==> config.mk <==
export PLATFORM = sky130hd
export DESIGN_NAME = mac_pe_pipe
export DESIGN_NICKNAME = d
export VERILOG_FILES = /design/src/rtl/mac_pe_pipe.sv
export SDC_FILE = /design/constraint.sdc
export NUM_CORES = 1
export LEC_CHECK = 0
export BUFFER_PORTS_ARGS = -buffer_cell sky130_fd_sc_hd__buf_2
export CAP_MARGIN = 10
export CORE_MARGIN = 8
export CORE_UTILIZATION = 57
export CTS_CLUSTER_SIZE = 24
export DETAILED_ROUTE_END_ITERATION = 10
export PLACE_DENSITY = 0.77
export SLEW_MARGIN = 10
export SYNTH_ARGS = -nofsm -noshare
export SYNTH_HDL_FRONTEND = slang
export SYNTH_SLANG_ARGS = --single-unit
==> constraint.sdc <==
create_clock -name clk -period 5.1 [get_ports clk]
set_input_delay 0.765 -clock clk [delete_from_list [all_inputs] [get_ports clk]]
set_output_delay 0.765 -clock clk [all_outputs]
set_load 0.005 [all_outputs]
==> src/rtl/mac_pe_pipe.sv <==
// Pipelined signed multiply-accumulate PE for the systolic matrix multiplier; forwards operands east/south.
// Latency: pair presented in cycle N is in S1 after edge N+1, product after N+2, result valid after edge N+3.
// Backpressure: if a finished sum is unread and the next last term reaches S2, the whole pipe freezes and in_ready drops.
//
// Optional feature macro: MAC_PE_PIPE_SAT_EN (saturating accumulate + sticky ovf); undefined = wrapping add, ovf tied 0.
// Ports:
//   clk, rst_n                       clock, asynchronous active-low reset
//   in_valid/in_ready                operand handshake; in_first/in_last frame a dot product
//   a_in, b_in                       signed operands (DATA_W)
//   a_out, b_out, fwd_*              registered S1 copy forwarded to neighbouring PEs
//   res_valid/res_ready, res_data    completed dot product (ACC_W), valid/ready
//   ovf                              sticky saturation flag
module mac_pe_pipe #(
    parameter int DATA_W = 8,
    parameter int ACC_W  = 32
) (
    input  logic                     clk,
    input  logic                     rst_n,
    input  logic                     in_valid,
    output logic                     in_ready,
    input  logic                     in_first,
    input  logic                     in_last,
    input  logic signed [DATA_W-1:0] a_in,
    input  logic signed [DATA_W-1:0] b_in,
    output logic signed [DATA_W-1:0] a_out,
    output logic signed [DATA_W-1:0] b_out,
    output logic                     fwd_valid,
    output logic                     fwd_first,
    output logic                     fwd_last,
    output logic                     res_valid,
    input  logic                     res_ready,
    output logic signed [ACC_W-1:0]  res_data,
    output logic                     ovf
);
    localparam int PROD_W = 2 * DATA_W;

    // S1: operand register, doubles as the forwarding register
    logic                     r_s1_valid;
    logic                     r_s1_first;
    logic                     r_s1_last;
    logic signed [DATA_W-1:0] r_s1_a;
    logic signed [DATA_W-1:0] r_s1_b;
    // S2: full-width product
    logic                     r_s2_valid;
    logic                     r_s2_first;
    logic                     r_s2_last;
    logic signed [PROD_W-1:0] r_s2_prod;
    // S3: accumulator and result holding register
    logic signed [ACC_W-1:0]  r_acc;
    logic                     r_res_valid;
    logic signed [ACC_W-1:0]  r_res_data;

    logic                     w_stall;
    logic                     w_adv_acc;
    logic                     w_load;
    logic signed [PROD_W-1:0] w_prod;
    logic signed [ACC_W-1:0]  w_prod_ext;
    logic signed [ACC_W-1:0]  w_acc_next;

    // Only a second finished sum can collide with an unread result, so the
    // freeze is limited to that case; everything else keeps flowing.
    assign w_stall   = r_res_valid && !res_ready && r_s2_valid && r_s2_last;
    assign w_adv_acc = !w_stall && r_s2_valid;
    assign w_load    = w_adv_acc && r_s2_last;

    // Operands are sign-extended to the product width first, so
    // -2^(W-1) * -2^(W-1) is exact.
    assign w_prod     = PROD_W'(r_s1_a) * PROD_W'(r_s1_b);
    assign w_prod_ext = ACC_W'(r_s2_prod);

`ifdef MAC_PE_PIPE_SAT_EN
    logic signed [ACC_W:0] w_sum;
    logic                  w_clamp;
    logic                  r_ovf;

    // One guard bit: the add overflowed iff the top two bits disagree.
    assign w_sum   = (ACC_W+1)'(r_acc) + (ACC_W+1)'(w_prod_ext);
    assign w_clamp = w_sum[ACC_W] != w_sum[ACC_W-1];

    always_comb begin
        w_acc_next = w_sum[ACC_W-1:0];
        if (r_s2_first) begin
            // A single product always fits because ACC_W >= 2*DATA_W.
            w_acc_next = w_prod_ext;
        end else if (w_clamp) begin
            w_acc_next = w_sum[ACC_W] ? {1'b1, {(ACC_W-1){1'b0}}}
                                      : {1'b0, {(ACC_W-1){1'b1}}};
        end
    end

    // Sticky until reset; a new dot product does not clear it.
    always_ff @(posedge clk or negedge rst_n) begin
        if (!rst_n) begin
            r_ovf <= 1'b0;
        end else if (w_adv_acc && !r_s2_first && w_clamp) begin
            r_ovf <= 1'b1;
        end
    end

    assign ovf = r_ovf;
`else
    logic signed [ACC_W-1:0] w_sum;

    assign w_sum      = r_acc + w_prod_ext;
    assign w_acc_next = r_s2_first ? w_prod_ext : w_sum;
    assign ovf        = 1'b0;
`endif

    always_ff @(posedge clk or negedge rst_n) begin
        if (!rst_n) begin
            r_s1_valid  <= 1'b0;
            r_s1_first  <= 1'b0;
            r_s1_last   <= 1'b0;
            r_s1_a      <= '0;
            r_s1_b      <= '0;
            r_s2_valid  <= 1'b0;
            r_s2_first  <= 1'b0;
            r_s2_last   <= 1'b0;
            r_s2_prod   <= '0;
            r_acc       <= '0;
            r_res_valid <= 1'b0;
            r_res_data  <= '0;
        end else begin
            if (!w_stall) begin
                // in_ready is high whenever we get here, so in_valid is the accept
                r_s1_valid <= in_valid;
                r_s1_first <= in_first;
                r_s1_last  <= in_last;
                r_s1_a     <= a_in;
                r_s1_b     <= b_in;
                r_s2_valid <= r_s1_valid;
                r_s2_first <= r_s1_first;
                r_s2_last  <= r_s1_last;
                r_s2_prod  <= w_prod;
            end
            // Bubbles leave the accumulator untouched.
            if (w_adv_acc) begin
                r_acc <= w_acc_next;
            end
            // Load wins over take: a same-cycle take and load keeps valid high.
            if (w_load) begin
                r_res_valid <= 1'b1;
                r_res_data  <= w_acc_next;
            end else if (r_res_valid && res_ready) begin
                r_res_valid <= 1'b0;
            end
        end
    end

    assign in_ready  = !w_stall;
    // Suppressed while frozen so a neighbour never counts a held pair twice.
    assign fwd_valid = r_s1_valid && !w_stall;
    assign fwd_first = r_s1_first;
    assign fwd_last  = r_s1_last;
    assign a_out     = r_s1_a;
    assign b_out     = r_s1_b;
    assign res_valid = r_res_valid;
    assign res_data  = r_res_data;

endmodule

**Word-level counts from Yosys, hierarchy flattened**

Index checks and enable logic that the tools add are counted.

- Output and inout bits: 54
- Word-level logic and storage cells: 27
- Input port bits: 22
- Register bits: 103

- Muxes and demuxes: 3
- Reductions and logical operators: 10
- $add $sub $neg: 1
- Multipliers: 1

Operator list:

| operator | count |
|---|---|
| adder 32 x 16 -> 32 bit | 1 |
| 2-to-1 mux 32 bit | 1 |
| multiplier 8 x 8 -> 16 bit | 1 |
| logical AND 1 bit | 7 |
| zero test 1 bit | 2 |
| 2-to-1 mux 1 bit | 2 |
| nonzero test 2 bit | 1 |

**Longest topological paths before layout**

Gate-level depths: netlist (run 1).

- Word-level depth: 8
- Mapped depth: 20
- Gate-level depth less buffers: 19

**Worst setup path after synthesis (run 1)**

Ideal clock, no wire load.

- Path type: register -> register
- Start: register r_s1_b[4] (netlist: b_out[4])
- End: register r_s2_prod[14]
- Path buffers: 1
- Clock period less this slack: 4.655 ns
- Stages on the path, launching flop included: 20
- Data required time: 4.980 ns
- Slack: 0.445 ns
- Setup time: 0.120 ns
- Arrival time: 4.535 ns
- Path through: dfrtp_1 -> clkbuf_1 -> and2_1 -> fa_1 -> inv_1 -> fa_1 -> inv_1 -> fa_1 -> inv_1 -> fa_1 -> inv_1 -> ha_1 -> o21ai_0 -> a21boi_0 -> o21ai_0 -> a21boi_1 -> o211ai_1 -> a21boi_0 -> or3_1 -> a31o_2

- Longest elaborated chain between the ends: 1

Ends and longest elaborated chain:

| element | line | text |
|---|---|---|
| start: declaration | 42 | `logic signed [DATA_W-1:0] r_s1_b;` |
| start signal: assignment | 130 | `r_s1_b <= b_in;` |
| multiplier 8 x 8 -> 16 bit | 68 | `assign w_prod = PROD_W'(r_s1_a) * PROD_W'(r_s1_b);` |
| end signal: assignment | 134 | `r_s2_prod <= w_prod;` |
| end: declaration | 47 | `logic signed [PROD_W-1:0] r_s2_prod;` |

No other way between the ends.
A chain may end at the register's enable or synchronous reset.

**Worst setup path after layout (run 1)**

- Start: register r_s1_a[3] (netlist: a_out[3])
- End: register r_s2_prod[14]

- Longest elaborated chain between the ends: 1

Ends and longest elaborated chain:

| element | line | text |
|---|---|---|
| start: declaration | 41 | `logic signed [DATA_W-1:0] r_s1_a;` |
| start signal: assignment | 129 | `r_s1_a <= a_in;` |
| multiplier 8 x 8 -> 16 bit | 68 |  |

No other way between the ends.

==> impl_metrics.yaml, run 1 <==
clock_tree:
  cts_setup_buffers: 0
  clock_latency_ns: 0.35
  cts_sinks: 103
  cts_tree: "built"
  cts_root_buf: "clkbuf_16"
  cts_max_level: 3
  numCtsBuffers: 9
  cts.path.max_buffers: 2
  clk_pin_slew_ns: 0.07
synth:
  synth-main-ff-cell: "dfrtp_1"
  ys_top_cells_by_area: "dfrtp_1 31%, fa_1 14%, ha_1 9.1%"
  synthXorXnorAreaFrac_pct: 4.13
  synth_top_family_by_area: "adder cells"
  synth_compound_area_share_pct: 15.5
  postSynthAreaPerCell_um2: 8.57
  synth_fa_ha_area_share_pct: 22.6
  synth_cell_type_count: 56
  synthSimpleGateAreaFrac_pct: 18.9
  synth_edf_count: 0
  synthMuxAreaShare_pct: 1.26
  async_flop_share_pct: 100
  syn-num-nets: 1102
  syn_inst: 964
  synthDominantCellAreaShare_pct: 31.2
  yosysTopAreaCell: "dfrtp_1"
  yosysSeqAreaShare_pct: 31.2
  yosys_warnings: 0
  ys_ff_latch: 103
  syn_area_mm2: 0.00826
floorplan:
  fp.dieArea_mm2: 0.0186
  start_util_pct: 57.5
  io_pins: 76
  coreArea_mm2: 0.0144
  die_w_um: 136
  rows: 44
  fp.dieH_um: 136
setup_path:
  cp.required_ns: 5.34
  crit_fanout: 10
  startpoint_type: "flop"
  crit_type: "reg -> reg"
  cp-end-kind: "flop"
  arrival_ns: 5.03
timing:
  tns_ns: 0
  fin_crit_sh_pct: 93.9
  worst_pin_slew_ns: 0.954
  rsz0062_at_grt: "no"
  finClkSkew_ns: 0.0108
  relSlewSlack_pct: 36.3
  fin_ws_ns: 0.312
  fmax_mhz: 209
  fin_crit_ns: 4.79
  hold_violations: 0
  finalMaxSlewViolations: 0
  setup_viol: 0
cells_and_area:
  final_cell_area_mm2: 0.00910
  num-nets-final: 1158
  area_growth_pct: 10.1
  layout.cells.non_filler: 1208
  drive_above_1_share_pct: 11.4
  num_antenna_cells: 0
power:
  pwr-share-seq_pct: 21.6
  leakage_nw: 4.54
  p_int_w: 0.00348
  p_per_area_mw_per_mm2: 717
  combPwrFrac_pct: 67.6
  switching_share_pct: 46.6
  p_switching_w: 0.00304
  power.total_w: 0.00653
  p_clk_share_pct: 10.8
  peakVddDrop_mv: 0.405
grt:
  grt_pass1_vias: 6930
  grt_max_degree: 58
  track_usage_pct: 21.4
  grt_antenna_before_repair: 0
  grt_pass1_wl_mm: 32.3
  grt_remaining_overflow: 0
routing:
  wl_met3_um: 759
  wirelength_mm: 18.6
  avgRoutedWirePerCell_um: 15.4
  dr.max_layer_used: "met4"
  vias_per_cell: 5.45
  drt_iter0_markers: 382
  dr_total_vias: 6579
  route.met2.wl_mm: 9.27
  wl_met1_mm: 8.27
  first_pass_iters: 5
  ant_nets: 0
  drc: 0
placement:
  gp_congestion: 0.906
  pre_cts_slack_ns: 0.220
  dp_cells: 1193
  hpwl_mm: 14.2
  placed_cell_area_mm2: 0.00880
  io_buffer_count: 74
min_path:
  hold_path.class: "reg -> reg"
flow_run:
  drv_cap: 0
outcome:
  status: "finished, final reports clean"
[final timing paths]
check                                    startpoint                   endpoint  slack (ns)  depth (start not counted)
setup / recovery               a_out[3]$_DFFE_PN0N_  r_s2_prod[14]$_DFFE_PN0N_        0.31                         18
hold / removal             res_data[24]$_DFFE_PN0P_   res_data[24]$_DFFE_PN0P_        0.47                          2
setup reg to reg               a_out[3]$_DFFE_PN0N_  r_s2_prod[14]$_DFFE_PN0N_        0.31                         18
hold reg to reg            res_data[24]$_DFFE_PN0P_   res_data[24]$_DFFE_PN0P_        0.47                          2
max in group asynchronous                     rst_n       b_out[3]$_DFFE_PN0N_        3.55                          2
min in group asynchronous                     rst_n   res_data[26]$_DFFE_PN0P_        0.48                          1
[sequential cells by signal (all words and copies together), names as in the netlist]
register / count
res_data: 32
a_out: 8
b_out: 8
r_s2_last: 1
fwd_first: 1
r_s1_valid: 1
r_s2_valid: 1
r_s2_first: 1
res_valid: 1
r_acc: 32
r_s2_prod: 16
fwd_last: 1
[area by class of cell]
cell class / instances / area (µm²)
fill: 1246 / 5270
multi-input combinational: 723 / 5170
sequential: 103 / 2580
timing repair buffer: 86 / 463
inverter: 97 / 364
clock buffer: 11 / 243
tap: 184 / 230
clock inverter: 4 / 55.1
[worst max-delay path, stage by stage (launching register included)]
cell and delay, ns:
dfrtp_1 0.49, and2_1 0.23, fa_1 0.53, inv_1 0.05
fa_1 0.47, inv_1 0.05, fa_1 0.53, inv_1 0.06
fa_1 0.52, inv_1 0.04, ha_1 0.31, o21ai_0 0.11
a21boi_1 0.12, o21ai_1 0.18, a21boi_1 0.13, o211ai_1 0.16
a21boi_0 0.12, or3_1 0.31, a31o_2 0.24
[kinds of logic (layout without fill, tap and decap cells)]
family | Yosys count | in the layout
flip-flops | 103 | 103
other | 1 | 1
AO/OA/AOI/OAI | 208 | 208
buffers and inverters | 138 | 198
adder cells (fa/ha/maj) | 116 | 116
XOR/XNOR | 39 | 39
AND/OR/NAND/NOR | 349 | 349
multiplexers | 10 | 10
[synthesized netlist by cell type (all sizes together) (2+ instances only)]
cell / count
a21boi: 14
nand3: 11
o21ai: 82
a21oi: 52
clkbuf: 31
a31o: 2
a221o: 2
dfrtp: 103
nor2: 52
xnor2: 24
nand2b: 13
and3: 7
o21a: 3
a21o: 16
o221a: 4
ha: 60
mux2i: 7
buf: 10
fa: 56
nand4: 2
inv: 97
a31oi: 6
a211oi: 6
and2: 42
o31ai: 7
or3: 4
mux2: 3
nor3: 15
xor2: 15
nor2b: 5
nand2: 192
o211ai: 5
nor3b: 2
[through the flow]
| stage | hold WS, ns | utilization (%) |
|---|---|---|
| after floorplan | 0.444 | - |
| after global placement | 0.455 | 61.3 |
| after detailed placement | 0.459 | 61.3 |
| after CTS | 0.476 | 63.3 |
| after global routing | 0.507 | 63.3 |
| final | 0.469 | 63.3 |
[power groups by stage]
stage	Sequential (W)	Combinational [W]	Clock, W
after global routing	0.00146	0.00508	0.000746
after floorplan	0.00137	0.00346	0
after detailed placement	0.00142	0.00439	0
after global placement	0.00141	0.00428	0
after CTS	0.00141	0.00443	0.000719
final	0.00141	0.00441	0.000704
[repair_timing]
| action | CTS | global route |
|---|---|---|
| hold buffers | 0 | 0 |
| resized for setup | 0 | 2 |
| endpoints found under the setup margin | 0 | 1 |
[placed cells by master, fill, tap and decap left out, types with 6 or more instances in the layout]
master and count:
dfrtp_1 103, and3_1 7, mux2i_1 7, a21o_1 16, inv_1 97, xor2_1 15
o21ai_0 76, nand3_1 10, nand2_1 192, clkbuf_16 9, and2_1 42, buf_2 73
o31ai_1 7, nand2b_1 13, xnor2_1 24, buf_4 13, a31oi_1 6, nor3_1 14
a21oi_1 52, ha_1 60, a21boi_0 10, fa_1 56, nor2_1 51
[per-layer routing]
metal / global-route usage [%] / vias up
met5: 0 / -
met4: 5.92 / 0
met3: 3.36 / 25
met2: 38.3 / 136
met1: 26.2 / 3138
li1: - / 3280
No activity file was read; power rests on OpenSTA's default activity.
==> inputs of run 2 (changes only) <==
- PLACE_DENSITY: 0.77 -> 0.82
==> impl_metrics.yaml, run 2 (synthesis results as in run 1) <==
routing:
  dr_total_vias: 6546
  ant_nets: 0
  drt_iter0_markers: 444
  drc: 0
  avgRoutedWirePerCell_um: 15.4
  wirelength_mm: 18.5
  vias_per_cell: 5.44
  first_pass_iters: 4
setup_path:
  arrival_ns: 5.08
  cp.required_ns: 5.35
  crit_type: "reg -> reg"
  reg2reg_slack_ns: 0.27
  startpoint_type: "flop"
  r2r_end: "r_s2_prod[14]$_DFFE_PN0N_"
  crit_fanout: 10
  cp-end-kind: "flop"
  timing.rr.start: "a_out[3]$_DFFE_PN0N_"
  reg2reg_depth: 18
timing:
  finClkSkew_ns: 0.00814
  tns_ns: 0
  fin_crit_sh_pct: 94.6
  worst_pin_slew_ns: 0.975
  hold_violations: 0
  relSlewSlack_pct: 34.9
  rsz0062_at_grt: "no"
  finalMaxSlewViolations: 0
  fmax_mhz: 207
  setup_viol: 0
  fin_crit_ns: 4.83
clock_tree:
  cts_root_buf: "clkbuf_16"
  numCtsBuffers: 9
  cts_tree: "built"
  cts_max_level: 3
  cts.path.max_buffers: 2
  ctsResizeCount: 0
  cts_setup_buffers: 0
  clk_pin_slew_ns: 0.07
  cts_sinks: 103
  clock_latency_ns: 0.36
  cts_hold_buf: 0
cells_and_area:
  post-route-util_pct: 63.3
  num-nets-final: 1153
  layout.cells.non_filler: 1204
  drive_above_1_share_pct: 11.4
  final_cell_mix: "192 x nand2_1, 101 x dfrtp_1, 97 x inv_1"
  n_fill_cell: 1200
  area_growth_pct: 10.1
  num_antenna_cells: 0
  final_common_cell: "nand2_1"
floorplan:
  fp.dieH_um: 136
  io_pins: 76
  die_w_um: 136
  rows: 44
  start_util_pct: 57.5
  coreArea_mm2: 0.0144
  fp.dieArea_mm2: 0.0186
power:
  peakVddDrop_mv: 0.300
  p_per_area_mw_per_mm2: 722
  power.total_w: 0.00656
  leakage_nw: 4.53
placement:
  dp_cells: 1188
  gp_congestion: 0.893
  io_buffer_count: 74
  hpwl_mm: 14.3
grt:
  grt_pass1_wl_mm: 31.3
  grt_remaining_overflow: 0
  grt_max_degree: 72
  grt_antenna_before_repair: 0
  grt_pass1_vias: 6690
  track_usage_pct: 20.9
outcome:
  status: "finished, final reports clean"
min_path:
  hold_path.class: "reg -> reg"
  worst_hold_path.endpoint: "res_data[26]$_DFFE_PN0P_"
  min-delay-start: "res_data[26]$_DFFE_PN0P_"
  hold_path_depth: 2
flow_run:
  drv_cap: 0
## run 2: worst max-delay path by stage
stage | from | end | slack (ns) | cells after the start
5_1_grt | a_out[3]$_DFFE_PN0N_ | r_s2_prod[14]$_DFFE_PN0N_ | 0.03 | 18
3_3_place_gp | a_out[3]$_DFFE_PN0N_ | r_s2_prod[14]$_DFFE_PN0N_ | 0.33 | 18
6_report | a_out[3]$_DFFE_PN0N_ | r_s2_prod[14]$_DFFE_PN0N_ | 0.27 | 18
2_1_floorplan | b_out[4]$_DFFE_PN0N_ | r_s2_prod[14]$_DFFE_PN0N_ | 0.44 | 19
3_5_place_dp | a_out[3]$_DFFE_PN0N_ | r_s2_prod[14]$_DFFE_PN0N_ | 0.19 | 18
4_1_cts | a_out[3]$_DFFE_PN0N_ | r_s2_prod[14]$_DFFE_PN0N_ | 0.19 | 18
## run 2: critical path: stages, from the launching register on
cell	delay [ns]
dfrtp_1	0.48
and2_1	0.23
fa_1	0.54
inv_1	0.05
fa_1	0.47
inv_1	0.05
fa_1	0.53
inv_1	0.05
fa_1	0.53
inv_1	0.04
ha_1	0.32
o21ai_0	0.11
a21boi_0	0.15
o21ai_1	0.18
a21boi_1	0.12
o211ai_1	0.17
a21boi_0	0.13
or3_1	0.32
a31o_2	0.25
## run 2: cell type report
cell class	instances	area, µm²	area share (%)
inverter	97	364	4.00
clock inverter	7	105	1.16
timing repair buffer	81	425	4.68
tap	184	230	2.53
multi-input combinational	723	5170	56.8
sequential	103	2580	28.4
clock buffer	9	225	2.48
## run 2: routing by layer
metal	vias up	part of all wire, %	track usage, %
met4	0	1.5	5.19
met1	3131	43	24.8
met3	23	5.0	5.43
met2	128	51	37.0
met5	-	0	0
li1	3264	-	-
## run 2: power by group
group	switching (W)	internal [W]
sequential	0.000252	0.00116
combinational	0.00246	0.00192
clock	0.000329	0.000437
## run 2: per-stage QoR
stage	hold WS, ns	setup slack [ns]	instance area, µm²
2_1_floorplan	0.444	0.445	8260
3_3_place_gp	0.456	0.326	8760
3_5_place_dp	0.465	0.192	8760
4_1_cts	0.480	0.188	9090
5_1_grt	0.494	0.0322	9100
6_report	0.471	0.273	9100
==> inputs of run 3 (changes only) <==
- RECOVER_POWER: unset -> 50
==> impl_metrics.yaml, run 3 (synthesis results as in run 1) <==
outcome:
  status: "finished, violations left"
  violations: "capacitance limit, slew limit"
setup_path:
  crit_fanout: 10
  startpoint_type: "flop"
  path_cells: "and2_1, fa_1, inv_1, fa_1, inv_1, fa_1, inv_1, fa_1, inv_1, ha_1, o21ai_0, a21boi_0, o21ai_1, a21boi_1, o211ai_1, a21boi_0, or3_1, a31o_2"
  arrival_ns: 5.07
  cpMaxStageDelayCell: "fa_1"
  cp.required_ns: 5.35
  path_delay_family: "adder cells"
  critPathMaxStageDelay_ns: 0.54
  crit_type: "reg -> reg"
  path_buf_inv: 4
  cp-end-kind: "flop"
floorplan:
  start_util_pct: 57.5
  io_pins: 76
  rows: 44
  fp.dieH_um: 136
  fp.dieArea_mm2: 0.0186
  die_w_um: 136
  coreArea_mm2: 0.0144
routing:
  drt_iter0_markers: 389
  dr_total_vias: 6541
  drc: 0
  vias_per_cell: 5.43
  ant_nets: 0
  first_pass_iters: 5
  wirelength_mm: 18.5
  avgRoutedWirePerCell_um: 15.4
grt:
  grt_pass1_vias: 6690
  track_usage_pct: 20.9
  grt_pass1_wl_mm: 31.3
  grt_antenna_before_repair: 0
  grt_max_degree: 72
  grt_remaining_overflow: 0
cells_and_area:
  drive_above_1_share_pct: 8.92
  num_antenna_cells: 0
  num-nets-final: 1153
  final_cell_mix: "192 x nand2_1, 101 x dfrtp_1, 97 x inv_1"
  area_growth_pct: 9.64
  regArea_mm2: 0.00258
  layout.cells.non_filler: 1204
  final_common_cell: "nand2_1"
  n_fill_cell: 1213
  multi_input_area_mm2: 0.00517
  post-route-util_pct: 63.1
clock_tree:
  cts_max_level: 3
  cts_tree: "built"
  cts_root_buf: "clkbuf_16"
  cts_setup_buffers: 0
  clock_latency_ns: 0.36
  cts.path.max_buffers: 2
  clk_pin_slew_ns: 0.07
  numCtsBuffers: 9
  cts_sinks: 103
power:
  peakVddDrop_mv: 0.301
  leakage_nw: 4.45
  p_per_area_mw_per_mm2: 723
  power.total_w: 0.00655
timing:
  fmax_mhz: 207
  tns_ns: 0
  finalMaxSlewViolations: 72
  fin_crit_sh_pct: 94.6
  hold_violations: 0
  finClkSkew_ns: 0.00671
  rsz0062_at_grt: "no"
  hold_slack_ns: 0.471
  relSlewSlack_pct: -149
  worst_pin_slew_ns: 3.74
  fin_crit_ns: 4.82
  setup_viol: 0
placement:
  dp_cells: 1188
  hpwl_mm: 14.3
  gp_congestion: 0.893
  io_buffer_count: 74
min_path:
  hold_path.class: "reg -> reg"
flow_run:
  drv_cap: 1
run 3: cell types whose count changed in the layout (fill, tap and decap cells not counted), sizes merged:
cell	previous run	this run
clkbuf	9	35
buf	81	55
run 3: through the flow:
step           setup WS, ns  cell area [µm²]
5_1_grt              0.0322             9060
4_1_cts               0.188             9090
3_5_place_dp          0.192             8760
6_report              0.276             9060
3_3_place_gp          0.326             8760
2_1_floorplan         0.445             8260
run 3: routing by layer:
layer	wire (µm)	part of all wire, %	GRT usage [%]	vias up
met2	9430	51	37.0	132
met4	276	1.5	5.19	0
met3	951	5.1	5.43	23
met1	7890	43	24.8	3124
li1	-	-	-	3262
met5	0	0	0	-
run 3: worst paths after layout:
| kind | start | to | slack, ns | depth (start not counted) |
|---|---|---|---|---|
| hold / removal | res_data[26]$_DFFE_PN0P_ | res_data[26]$_DFFE_PN0P_ | 0.47 | 2 |
| setup reg to reg | a_out[3]$_DFFE_PN0N_ | r_s2_prod[14]$_DFFE_PN0N_ | 0.28 | 18 |
| min in group asynchronous | rst_n | res_data[12]$_DFFE_PN0P_ | 1.70 | 1 |
| max in group asynchronous | rst_n | b_out[4]$_DFFE_PN0N_ | 1.01 | 2 |
| setup / recovery | a_out[3]$_DFFE_PN0N_ | r_s2_prod[14]$_DFFE_PN0N_ | 0.28 | 18 |
| hold reg to reg | res_data[26]$_DFFE_PN0P_ | res_data[26]$_DFFE_PN0P_ | 0.47 | 2 |
run 3: cell type report:
| type | count | area share [%] |
|---|---|---|
| Multi-Input combinational cell | 723 | 57.0 |
| Sequential cell | 103 | 28.5 |
| Timing Repair Buffer | 81 | 4.29 |
| Inverter | 97 | 4.02 |
| Tap cell | 184 | 2.54 |
| Clock buffer | 9 | 2.49 |
| Clock inverter | 7 | 1.16 |
run 3: what timing repair did:
action	in CTS	in global routing
hold buffers	0	0
setup endpoints to repair	0	1
resized for setup	0	3
run 3: report_power, final:
part | leakage (nW) | switching [W] | internal (W)
Clock | 0.158 | 0.000331 | 0.000437
Sequential | 1.24 | 0.000254 | 0.00116
Combinational | 3.05 | 0.00247 | 0.00190
run 3: worst reg2reg max path, stage by stage, from the launching register on:
cell      delay (ns)
dfrtp_1         0.48
and2_1          0.23
fa_1            0.54
inv_1           0.05
fa_1            0.47
inv_1           0.05
fa_1            0.53
inv_1           0.05
fa_1            0.53
inv_1           0.04
ha_1            0.32
o21ai_0         0.11
a21boi_0        0.15
o21ai_1         0.18
a21boi_1        0.12
o211ai_1        0.18
a21boi_0        0.13
or3_1           0.32
a31o_2          0.25
